<file path="src/rtl/mult_hilo_ctrl.sv">
// HI/LO register file and sequencer for the iterative multiplier: issue, wait, capture.
// Optional build macro MULT_SIGNED_EN adds req_signed and sign-magnitude handling.
module mult_hilo_ctrl #(
  parameter int WIDTH       = 4,
  parameter int MUL_LATENCY = WIDTH
) (
  input  logic               clk,
  input  logic               rst_n,
  input  logic               req_valid,
  output logic               req_ready,
  input  logic [WIDTH-1:0]   req_a,
  input  logic [WIDTH-1:0]   req_b,
`ifdef MULT_SIGNED_EN
  input  logic               req_signed,
`endif
  output logic               mul_start,
  output logic [WIDTH-1:0]   mul_a,
  output logic [WIDTH-1:0]   mul_b,
  input  logic [2*WIDTH-1:0] mul_product,
  input  logic               rd_hi,
  input  logic               rd_lo,
  input  logic               wr_hi,
  input  logic               wr_lo,
  input  logic [WIDTH-1:0]   wr_data,
  output logic [WIDTH-1:0]   hi,
  output logic [WIDTH-1:0]   lo,
  output logic               busy,
  output logic               stall,
  output logic               done
);

  localparam int PW = 2 * WIDTH;
  // cnt also increments on the exit edge, so it must hold MUL_LATENCY
  localparam int CW = $clog2(MUL_LATENCY + 1);

  typedef enum logic [1:0] {
    IDLE    = 2'd0,
    ISSUE   = 2'd1,
    WAIT    = 2'd2,
    CAPTURE = 2'd3
  } state_t;

  state_t        state_r;
  logic [CW-1:0] cnt_r;

`ifdef MULT_SIGNED_EN
  logic neg_r;

  function automatic logic [WIDTH-1:0] magnitude(input logic [WIDTH-1:0] v);
    magnitude = v[WIDTH-1] ? (~v + WIDTH'(1)) : v;
  endfunction

  function automatic logic [PW-1:0] negate(input logic [PW-1:0] v);
    negate = ~v + PW'(1);
  endfunction
`endif

  assign busy      = (state_r != IDLE);
  assign req_ready = (state_r == IDLE);
  assign stall     = busy & (rd_hi | rd_lo | wr_hi | wr_lo);

  // Sequencer, HI/LO storage and registered handshake outputs
  always_ff @(posedge clk or negedge rst_n) begin
    if (!rst_n) begin
      state_r   <= IDLE;
      cnt_r     <= '0;
      hi        <= '0;
      lo        <= '0;
      mul_a     <= '0;
      mul_b     <= '0;
      mul_start <= 1'b0;
      done      <= 1'b0;
`ifdef MULT_SIGNED_EN
      neg_r     <= 1'b0;
`endif
    end else begin
      mul_start <= 1'b0;
      done      <= 1'b0;
      case (state_r)
        IDLE: begin
          if (wr_hi) hi <= wr_data;
          if (wr_lo) lo <= wr_data;
          if (req_valid) begin
`ifdef MULT_SIGNED_EN
            mul_a <= req_signed ? magnitude(req_a) : req_a;
            mul_b <= req_signed ? magnitude(req_b) : req_b;
            neg_r <= req_signed & (req_a[WIDTH-1] ^ req_b[WIDTH-1]);
`else
            mul_a <= req_a;
            mul_b <= req_b;
`endif
            mul_start <= 1'b1;
            state_r   <= ISSUE;
          end
        end
        ISSUE: begin
          cnt_r   <= '0;
          state_r <= WAIT;
        end
        WAIT: begin
          cnt_r <= cnt_r + CW'(1);
          if (cnt_r == CW'(MUL_LATENCY - 1)) state_r <= CAPTURE;
        end
        CAPTURE: begin
`ifdef MULT_SIGNED_EN
          {hi, lo} <= neg_r ? negate(mul_product) : mul_product;
`else
          {hi, lo} <= mul_product;
`endif
          done    <= 1'b1;
          state_r <= IDLE;
        end
        default: state_r <= IDLE;
      endcase
    end
  end

endmodule

</file>
<file path="config.mk">
export PLATFORM = sky130hd
export DESIGN_NAME = mult_hilo_ctrl
export DESIGN_NICKNAME = d
export VERILOG_FILES = /design/src/rtl/mult_hilo_ctrl.sv
export SDC_FILE = /design/constraint.sdc
export NUM_CORES = 1
export LEC_CHECK = 0
export BUFFER_PORTS_ARGS = -buffer_cell sky130_fd_sc_hd__buf_2
export CELL_PAD_IN_SITES_DETAIL_PLACEMENT = 1
export CELL_PAD_IN_SITES_GLOBAL_PLACEMENT = 1
export CORE_MARGIN = 5
export CORE_UTILIZATION = 37
export CTS_CLUSTER_SIZE = 16
export DETAILED_ROUTE_END_ITERATION = 12
export PLACE_DENSITY_LB_ADDON = 0.25
export SLEW_MARGIN = 15
export SYNTH_ARGS = -nofsm -noshare
export SYNTH_HDL_FRONTEND = slang
export SYNTH_SLANG_ARGS = --single-unit
</file>
<file path="constraint.sdc">
create_clock -name clk -period 3.86 [get_ports clk]
set_input_delay 0.772 -clock clk [delete_from_list [all_inputs] [get_ports clk]]
set_output_delay 0.772 -clock clk [all_outputs]
set_load 0.05 [all_outputs]
</file>
==> results.json <==
{
  "post-route-util": 0.494,
  "p_per_area_mw_per_mm2": 1030,
  "htreeDepth": 1,
  "synth.avg_cell_area_um2": 11.1,
  "grt_use_total": 0.151,
  "worstSetupStartpointType": "flip-flop",
  "vias": 933,
  "worst_slew_pin_slew_ps": 578,
  "max-slew-margin-rel": 0.614,
  "io_buffers": 47,
  "multi_input_area_um2": 467,
  "finClkSkew_ps": 7.43,
  "gp_congestion": 0.797,
  "cap_viol_max_count": 0,
  "layout_setup_ws_ps": 1330,
  "startpoint": "state_r[0]",
  "vias_per_cell": 5.24,
  "synthesis.instances": 98,
  "post-route-period-util": 0.655,
  "cts_tree": "done",
  "endpoint_kind": "primary output",
  "clk_latency_ps": 310,
  "ys_types": 22,
  "core_mm2": 0.00278,
  "initial_utilization": 0.391,
  "antenna_cells": 0,
  "setup_tns_ps": 0,
  "max_freq_mhz": 395,
  "seq_area_um2": 576,
  "post_cts_buffers": 0,
  "synth_ff_type": "dfrtp_1",
  "root_buffer": "clkbuf_4",
  "vdd_drop_max_mv": 0.620,
  "final_common_cell": "buf_2",
  "status": "finished, final reports clean",
  "cts_buffer_depth": 2,
  "cts_sinks": 23,
  "r2r_setup_slack_ps": 1970,
  "async_flop_share": 1.00,
  "cts_inserted_buffers": 3,
  "gr-total-overflow": 0,
  "dp_hpwl_um": 2310,
  "grt_pass1_vias": 1068,
  "grt_pass1_wl_um": 4930,
  "area_growth_pct": 26.4,
  "place_ws_ps": 1620,
  "timing.rr.end": "state_r[1]",
  "fin_crit_ps": 2530,
  "finalWirelength_um": 2910,
  "setup_viol": 0,
  "reg2reg_depth": 5,
  "n_fill_cell": 338,
  "synth-seq-cells": 23,
  "synth_area_mm2": 0.00109,
  "cp_data_arrival_time_ps": 1760,
  "final_cell_mix": "buf_2 (47), dfrtp_1 (23), nand3_1 (18)",
  "hold_buffers": 0,
  "slew_viol_final": 0,
  "clk_pin_slew_worst_paths_ps": 130,
  "syn_nets": 130,
  "hold_viol_final": 0,
  "worstSetupPathType": "reg -> out",
  "cp_max_fo": 17,
  "drc": 0,
  "dr.pass1.iters": 4,
  "rr_startpoint": "state_r[0]",
  "die_h_um": 64.2,
  "die_x_um": 64.2,
  "ant_nets": 0,
  "post_cts_resized": 0,
  "rows": 19,
  "ys_seq_area_frac": 0.529,
  "worstPathRequired_ps": 3090,
  "antenna_found_initial": 0,
  "finalNetCount": 180,
  "hp-class": "in -> async",
  "endpoint": "req_ready",
  "wl_per_cell_um": 16.4,
  "die_area_mm2": 0.00412,
  "ios": 48,
  "drt_iter0_markers": 48,
  "rsz0062_at_grt": "false",
  "synth_edf_count": 0,
  "ys.warnings.count": 0,
  "layout-drive-gt1-share": 0.422,
  "whs_ps": 417,
  "grt_max_degree": 24,
  "power_leakage_uw": 0.000701
}
worst max-delay path, stage by stage, from the launching register on:
cell and delay, ps:
dfrtp_1 410, inv_1 120, ha_1 540, buf_2 370
state kept, by name (all words and copies together), names as in the netlist:
| signal | cells |
|---|---|
| mul_b | 4 |
| state_r | 2 |
| cnt_r | 3 |
| hi | 4 |
| done | 1 |
| mul_a | 4 |
| lo | 4 |
| mul_start | 1 |
Yosys cell counts (all sizes together), types with 2 or more instances:
master   n  area (um^2)
a32oi    6         52.6
dfrtp   23          576
ha       5         62.6
inv      8         30.0
mux2     9          101
nand2    7         28.8
nand3   18         90.1
nand4b   2         17.5
nor2     2         7.51
nor2b    4         25.0
o21ai    5         25.0
or2b     2         15.0
cell type report:
class	count	area share
clock buffer	3	0.0164
timing repair buffer	47	0.171
sequential	23	0.419
tap	31	0.0282
inverter	8	0.0219
multi-input combinational	65	0.340
clock inverter	1	0.00364
worst min-delay path by stage:
stage               startpoint       end  slack [ps]  cells past startpoint
finish                   rst_n     lo[3]         420                      1
global route             rst_n     lo[3]         430                      1
CTS                      rst_n  mul_b[1]         420                      1
detailed placement    mul_a[0]  mul_a[0]         490                      1
global placement      mul_a[3]  mul_a[3]         480                      1
floorplan                rst_n  cnt_r[0]         480                      0
cells by family (layout without fill, tap and decap cells):
family | count (synthesis) | count (layout) | synth area share
buf+inv | 10 | 59 | 0.0414
compound gates | 13 | 13 | 0.0898
fa+ha+maj | 5 | 5 | 0.0575
simple gates | 38 | 38 | 0.189
flops | 23 | 23 | 0.529
mux | 9 | 9 | 0.0932
power by group:
| group | internal [uW] | switching [uW] | total [uW] |
|---|---|---|---|
| combinational | 237 | 651 | 888 |
| clock | 38.7 | 73.1 | 112 |
| sequential | 353 | 62.2 | 415 |
| total | 628 | 786 | 1410 |
per-stage QoR:
| stage | power, uW | std cells | instance area, um^2 |
|---|---|---|---|
| floorplan | 1100 | 98 | 1090 |
| global placement | 1280 | 174 | 1350 |
| detailed placement | 1320 | 174 | 1350 |
| CTS | 1440 | 178 | 1370 |
| global route | 1520 | 178 | 1370 |
| finish | 1410 | 178 | 1370 |
per-layer routing:
metal / wire length, um / share of wire / vias up / global-route usage
met5: 0 / 0 / - / 0
met1: 1120 / 0.38 / 447 / 0.166
met4: 29 / 0.010 / 0 / 0.0458
met3: 223 / 0.077 / 4 / 0.0385
li1: - / - / 450 / -
met2: 1540 / 0.53 / 32 / 0.283
Note: power is estimated with default switching activity, not from simulation.
